$ cat src/rtl/rv_pkg.sv
// rtl/rv_pkg.sv - shared RV32M divider types
package rv_pkg;

    typedef enum logic [1:0] {
        DIV  = 2'b00,
        DIVU = 2'b01,
        REM  = 2'b10,
        REMU = 2'b11
    } div_op_t;

    typedef enum logic [1:0] {
        IDLE,
        CALC,
        DONE
    } div_state_t;

endpackage

$ cat src/rtl/div_seq_ctrl_if.sv
// rtl/div_seq_ctrl_if.sv - EX-stage divider request/result bundle
interface div_seq_ctrl_if #(
    parameter int WIDTH = 32
);
    logic             div_start_e;
    logic [1:0]       div_ctrl_e;
    logic [WIDTH-1:0] op_a_e;
    logic [WIDTH-1:0] op_b_e;
    logic             div_stall;
    logic             div_done;
    logic [WIDTH-1:0] div_result;

    modport master (
        output div_start_e, div_ctrl_e, op_a_e, op_b_e,
        input  div_stall, div_done, div_result
    );

    modport slave (
        input  div_start_e, div_ctrl_e, op_a_e, op_b_e,
        output div_stall, div_done, div_result
    );
endinterface

$ cat src/rtl/div_seq_ctrl.sv
// rtl/div_seq_ctrl.sv - radix-2 restoring divide sequencer for RV32M DIV/DIVU/REM/REMU
module div_seq_ctrl
    import rv_pkg::*;
#(
    parameter int WIDTH = 32
) (
    input  logic           clk,
    input  logic           rst_n,
    input  logic           flush,
    input  logic           cache_stall,
    div_seq_ctrl_if.slave  div_if
);
    localparam int CW = $clog2(WIDTH);
    localparam logic [WIDTH-1:0] INT_MIN = {1'b1, {(WIDTH-1){1'b0}}};

    div_state_t       state_q, state_d;
    logic [CW-1:0]    cnt_q, cnt_d;
    logic [WIDTH-1:0] quot_q, quot_d, rem_q, rem_d, divisor_q, divisor_d;
    logic             q_neg_q, q_neg_d, r_neg_q, r_neg_d, is_rem_q, is_rem_d;
    logic             done_q, done_d;
    logic [WIDTH-1:0] result_q, result_d;

    div_op_t          op_e;
    logic             sgn_op, rem_op;
    logic [WIDTH-1:0] a, b, abs_a, abs_b;
    logic [WIDTH:0]   rem_sh, trial;
    logic [WIDTH-1:0] quot_nx, rem_nx;

    assign op_e   = div_op_t'(div_if.div_ctrl_e);
    assign sgn_op = (op_e == DIV) || (op_e == REM);
    assign rem_op = (op_e == REM) || (op_e == REMU);
    assign a      = div_if.op_a_e;
    assign b      = div_if.op_b_e;
    assign abs_a  = (sgn_op && a[WIDTH-1]) ? -a : a;
    assign abs_b  = (sgn_op && b[WIDTH-1]) ? -b : b;

    // One restoring step; trial's top bit set means the subtraction borrowed.
    always_comb begin
        rem_sh = {rem_q, quot_q[WIDTH-1]};
        trial  = rem_sh - {1'b0, divisor_q};
        if (!trial[WIDTH]) begin
            rem_nx  = trial[WIDTH-1:0];
            quot_nx = {quot_q[WIDTH-2:0], 1'b1};
        end else begin
            rem_nx  = rem_sh[WIDTH-1:0];
            quot_nx = {quot_q[WIDTH-2:0], 1'b0};
        end
    end

    always_comb begin
        state_d   = state_q;
        cnt_d     = cnt_q;
        quot_d    = quot_q;
        rem_d     = rem_q;
        divisor_d = divisor_q;
        q_neg_d   = q_neg_q;
        r_neg_d   = r_neg_q;
        is_rem_d  = is_rem_q;
        done_d    = done_q;
        result_d  = result_q;
        if (flush) begin
            state_d = IDLE;
            done_d  = 1'b0;
        end else if (!cache_stall) begin
            case (state_q)
                IDLE: begin
                    done_d = 1'b0;
                    if (div_if.div_start_e) begin
                        is_rem_d = rem_op;
                        q_neg_d  = sgn_op && (a[WIDTH-1] ^ b[WIDTH-1]);
                        r_neg_d  = sgn_op && a[WIDTH-1];
                        // Special cases bypass the iteration and carry final values.
                        if (b == '0) begin
                            state_d  = DONE;
                            done_d   = 1'b1;
                            quot_d   = '1;
                            rem_d    = a;
                            result_d = rem_op ? a : '1;
                        end else if (sgn_op && a == INT_MIN && b == '1) begin
                            state_d  = DONE;
                            done_d   = 1'b1;
                            quot_d   = a;
                            rem_d    = '0;
                            result_d = rem_op ? '0 : a;
                        end else begin
                            state_d   = CALC;
                            quot_d    = abs_a;
                            rem_d     = '0;
                            divisor_d = abs_b;
                            cnt_d     = CW'(WIDTH - 1);
                        end
                    end
                end
                CALC: begin
                    quot_d = quot_nx;
                    rem_d  = rem_nx;
                    if (cnt_q == '0) begin
                        state_d  = DONE;
                        done_d   = 1'b1;
                        result_d = is_rem_q ? (r_neg_q ? -rem_nx : rem_nx)
                                            : (q_neg_q ? -quot_nx : quot_nx);
                    end else begin
                        cnt_d = cnt_q - 1'b1;
                    end
                end
                DONE: begin
                    state_d = IDLE;
                    done_d  = 1'b0;
                end
                default: begin
                    state_d = IDLE;
                    done_d  = 1'b0;
                end
            endcase
        end
    end

    always_ff @(posedge clk or negedge rst_n) begin
        if (!rst_n) begin
            state_q   <= IDLE;
            cnt_q     <= '0;
            quot_q    <= '0;
            rem_q     <= '0;
            divisor_q <= '0;
            q_neg_q   <= 1'b0;
            r_neg_q   <= 1'b0;
            is_rem_q  <= 1'b0;
            done_q    <= 1'b0;
            result_q  <= '0;
        end else begin
            state_q   <= state_d;
            cnt_q     <= cnt_d;
            quot_q    <= quot_d;
            rem_q     <= rem_d;
            divisor_q <= divisor_d;
            q_neg_q   <= q_neg_d;
            r_neg_q   <= r_neg_d;
            is_rem_q  <= is_rem_d;
            done_q    <= done_d;
            result_q  <= result_d;
        end
    end

    assign div_if.div_stall  = ((state_q == IDLE) && div_if.div_start_e) || (state_q == CALC);
    assign div_if.div_done   = done_q;
    assign div_if.div_result = result_q;

endmodule
$ cat src/flat_wrapper.sv
// flat-port wrapper written by rule: the top's interface ports become plain ports
module div_seq_ctrl_flat import rv_pkg::*;
#(
    parameter int WIDTH = 32
)
  (clk, rst_n, flush, cache_stall, div_if_div_start_e, div_if_div_ctrl_e, div_if_op_a_e, div_if_op_b_e, div_if_div_stall, div_if_div_done, div_if_div_result);
  div_seq_ctrl_if #(.WIDTH(WIDTH)) div_if_i ();
  input  logic clk;
  input  logic rst_n;
  input  logic flush;
  input  logic cache_stall;
  input wire logic [$bits(div_if_i.div_start_e)-1:0] div_if_div_start_e;
  input wire logic [$bits(div_if_i.div_ctrl_e)-1:0] div_if_div_ctrl_e;
  input wire logic [$bits(div_if_i.op_a_e)-1:0] div_if_op_a_e;
  input wire logic [$bits(div_if_i.op_b_e)-1:0] div_if_op_b_e;
  output wire logic [$bits(div_if_i.div_stall)-1:0] div_if_div_stall;
  output wire logic [$bits(div_if_i.div_done)-1:0] div_if_div_done;
  output wire logic [$bits(div_if_i.div_result)-1:0] div_if_div_result;
  assign div_if_i.div_start_e = div_if_div_start_e;
  assign div_if_i.div_ctrl_e = div_if_div_ctrl_e;
  assign div_if_i.op_a_e = div_if_op_a_e;
  assign div_if_i.op_b_e = div_if_op_b_e;
  assign div_if_div_stall = div_if_i.div_stall;
  assign div_if_div_done = div_if_i.div_done;
  assign div_if_div_result = div_if_i.div_result;
  div_seq_ctrl #(.WIDTH(WIDTH)) u_core (.clk(clk), .rst_n(rst_n), .flush(flush), .cache_stall(cache_stall), .div_if(div_if_i));
endmodule
$ cat config.mk
export PLATFORM = sky130hd
export DESIGN_NAME = div_seq_ctrl_flat
export DESIGN_NICKNAME = d
export VERILOG_FILES = /design/src/rtl/rv_pkg.sv /design/src/rtl/div_seq_ctrl_if.sv /design/src/rtl/div_seq_ctrl.sv /design/src/flat_wrapper.sv
export SDC_FILE = /design/constraint.sdc
export NUM_CORES = 1
export LEC_CHECK = 0
export CAP_MARGIN = 30
export CORE_MARGIN = 2
export CORE_UTILIZATION = 65
export DETAILED_ROUTE_END_ITERATION = 8
export GPL_TIMING_DRIVEN = 0
export PLACE_DENSITY_LB_ADDON = 0.2
export SLEW_MARGIN = 20
export SYNTH_ARGS = -nofsm -noshare
export SYNTH_HDL_FRONTEND = slang
export SYNTH_SLANG_ARGS = --single-unit
$ cat constraint.sdc
create_clock -name clk -period 8.25 [get_ports clk]
set_clock_uncertainty 0.1 [all_clocks]
set_input_delay 1.2375 -clock clk [delete_from_list [all_inputs] [get_ports clk]]
set_output_delay 1.2375 -clock clk [all_outputs]
set_load 0.02 [all_outputs]
==> flow_metrics.env <==
export IMPL_multi_input_area_sq_um=8490
export IMPL_max_slew_margin_rel=0.432
export IMPL_holdBufCountCts=0
export IMPL_finalHoldViolCount=0
export IMPL_cts_resized=0
export IMPL_cts_root_buffer="clkbuf_16"
export IMPL_cp_arrival_ns=6.45
export IMPL_power_leakage_nw=5.86
export IMPL_first_iter_violations=1841
export IMPL_syn_instance_count=1674
export IMPL_die_area_sq_um=20700
export IMPL_max_vdd_ir_drop_uv=174
export IMPL_grt_first_pass_wirelength_microns=72000
export IMPL_hpwl_microns=36200
export IMPL_avgViaCountPerCell=6.95
export IMPL_fin_nets=1904
export IMPL_grt_pass1_vias=13046
export IMPL_startpoint_type="register"
export IMPL_drv_slew=0
export IMPL_yosysUniqueCellTypes=108
export IMPL_slowest_stage="or4_4"
export IMPL_drc_errors=0
export IMPL_clock_sinks=139
export IMPL_crit_chain="ha_1 -> fa_1 -> nand2b_1 -> a21oi_1 -> o21a_1 -> nand3_1 -> a21oi_2 -> nor2_8 -> inv_6 -> buf_2 -> buf_2 -> ha_1 -> nand2b_1 -> or4_4 -> or2_4 -> o31ai_4 -> o21ai_2 -> xnor2_2 -> o221ai_2 -> o21ai_2 -> a21oi_1 -> or3b_1"
export IMPL_setup_tns_ns=0
export IMPL_drt_total_wl_microns=46800
export IMPL_postSynth_asyncResetShare=1.00
export IMPL_clk_pin_slew_ns=0.07
export IMPL_grt_overflow_total=0
export IMPL_first_pass_iters=6
export IMPL_worst_pin_slew_ns=0.844
export IMPL_synth_edf_count=0
export IMPL_cts_buffers=17
export IMPL_fin_crit_ns=6.22
export IMPL_grt_max_degree=82
export IMPL_max_stage_delay_ns=0.58
export IMPL_syn_area_per_cell_sq_um=7.59
export IMPL_wl_per_cell_microns=22.6
export IMPL_reg2regPathDepth=22
export IMPL_place_gp_congestion=1.01
export IMPL_area_growth_pct=15.2
export IMPL_finalPower_w=0.00326
export IMPL_status="complete, no violations"
export IMPL_hold_depth=2
export IMPL_ys_flop_type="dfrtp_1"
export IMPL_portBuffers=98
export IMPL_max_cap_viol_count=0
export IMPL_syn_area_sq_um=12700
export IMPL_track_usage=0.454
export IMPL_ant_nets=0
export IMPL_critPathMaxFanout=10
export IMPL_nFillCells=1516
export IMPL_core_sq_um=19300
export IMPL_drive_gt1_frac=0.0737
export IMPL_htree_levels=4
export IMPL_grt_setup_unrepaired="false"
export IMPL_worstSetupPathType="reg2reg"
export IMPL_end_kind="register"
export IMPL_core_rowCount=51
export IMPL_hp_class="reg2reg"
export IMPL_die_h_microns=144
export IMPL_antenna_found_initial=1
export IMPL_cp_required_ns=8.47
export IMPL_initial_core_util=0.658
export IMPL_ys_ff_latch=139
export IMPL_fmax_ghz=0.161
export IMPL_cts_setup_buffers=0
export IMPL_period_share=0.754
export IMPL_pwr_density_cell_nw_per_um2=223
export IMPL_route_vias_total=14397
export IMPL_setup_viol=0
export IMPL_cts_tree="yes"
export IMPL_register_area_sq_um=3480
export IMPL_clk_latency_ns=0.45
export IMPL_mostFrequentLayoutCells="196 x nand2_1, 195 x nor2_1, 165 x o21ai_0"
export IMPL_io_pins=105
export IMPL_die_w_microns=144
export IMPL_syn_nets=1785
export IMPL_final_common_cell="nand2_1"
export IMPL_clk_path_buf_depth=2
export IMPL_yosysSeqAreaShare=0.274
export IMPL_ys_warn_count=0
==> kinds of logic (layout without fill, tap and decap cells) <==
kind of cell,after synthesis,after routing,share of synthesized area
simple gates,596,596,0.220
mux,36,36,0.0292
xor+xnor,134,134,0.0929
flops,139,139,0.274
compound gates,562,562,0.284
other cells,0,1,0
fa+ha+maj,40,40,0.0400
buf+inv,167,298,0.0597
==> worst paths after layout <==
path | to | startpoint | slack [ns]
worst max register to register | u_core.div_if.div_result[30] | u_core.divisor_q[0] | 2.03
min in group asynchronous | u_core.divisor_q[2] | rst_n | 0.62
worst min-delay path | u_core.div_if.div_result[1] | u_core.div_if.div_result[1] | 0.38
worst min register to register | u_core.div_if.div_result[1] | u_core.div_if.div_result[1] | 0.38
worst max-delay path | u_core.div_if.div_result[30] | u_core.divisor_q[0] | 2.03
max in group asynchronous | u_core.div_if.div_result[23] | rst_n | 6.62
==> routing by layer <==
| metal | up-vias | track usage | part of all wire |
|---|---|---|---|
| met5 | - | 0 | 0 |
| met4 | 0 | 0.254 | 0.061 |
| met3 | 213 | 0.0990 | 0.12 |
| met2 | 1128 | 0.667 | 0.43 |
| met1 | 6738 | 0.619 | 0.39 |
| li1 | 6318 | - | - |
==> cell type report <==
class | count | share of cell area
Sequential cell | 139 | 0.237
Inverter | 57 | 0.0149
Timing Repair Buffer | 100 | 0.0695
Clock buffer | 17 | 0.0290
Multi-Input combinational cell | 1368 | 0.580
Buffer | 110 | 0.0369
Clock inverter | 14 | 0.00957
Antenna cell | 1 | 0.000171
Tap cell | 265 | 0.0226
==> sequential cells by signal, indices dropped and copies added (netlist names) <==
signal	cells
u_core.quot_q	32
u_core.is_rem_q	1
u_core.rem_q	32
u_core.state_q	2
u_core.div_if.div_result	32
u_core.cnt_q	5
u_core.r_neg_q	1
u_core.q_neg_q	1
u_core.divisor_q	32
u_core.div_if.div_done	1
==> synth_stat cells (13+ instances only) <==
master / n / area [sq um]
buf_1: 13 / 48.8
o211ai_1: 15 / 113
nand2_1: 196 / 736
ha_1: 39 / 488
or3_1: 18 / 113
clkbuf_1: 64 / 240
buf_2: 17 / 85.1
a21oi_1: 131 / 656
nand3_1: 22 / 110
nor4_1: 19 / 119
mux2i_1: 27 / 270
xnor2_1: 74 / 648
o21ai_0: 165 / 826
a31oi_1: 43 / 269
nand2b_1: 18 / 113
nor3_1: 37 / 185
o31ai_1: 36 / 270
nor2_1: 195 / 732
dfrtp_1: 139 / 3480
nand4_1: 18 / 113
o22ai_1: 33 / 206
inv_1: 56 / 210
xor2_1: 59 / 517
a211oi_1: 22 / 165
==> power breakdown <==
part           total, W  switching, W  internal [W]
registers      0.000949      0.000133      0.000815
clock network  0.000775      0.000356      0.000420
logic           0.00154      0.000954      0.000585
==> metrics by stage <==
step,area [sq um],setup WS (ns),hold WS (ns),instances,utilization
global placement,14000,0.176,0.361,2037,0.725
finish,14700,2.03,0.383,2071,0.758
detailed placement,14100,2.23,0.371,2039,0.728
CTS,14600,2.18,0.385,2070,0.757
global route,14600,1.77,0.412,2070,0.758
floorplan,12700,3.27,0.350,1674,-
==> critical path, delay by kind of cell, from the launching register on <==
family	cells	cell delay (ns)
adder cells (fa/ha/maj)	3	0.87
buffers and inverters	3	0.80
XOR/XNOR	1	0.19
AND/OR/NAND/NOR	7	1.95
AO/OA/AOI/OAI	8	1.74
flip-flops	1	0.43
Power figures use the tool's default switching activity.
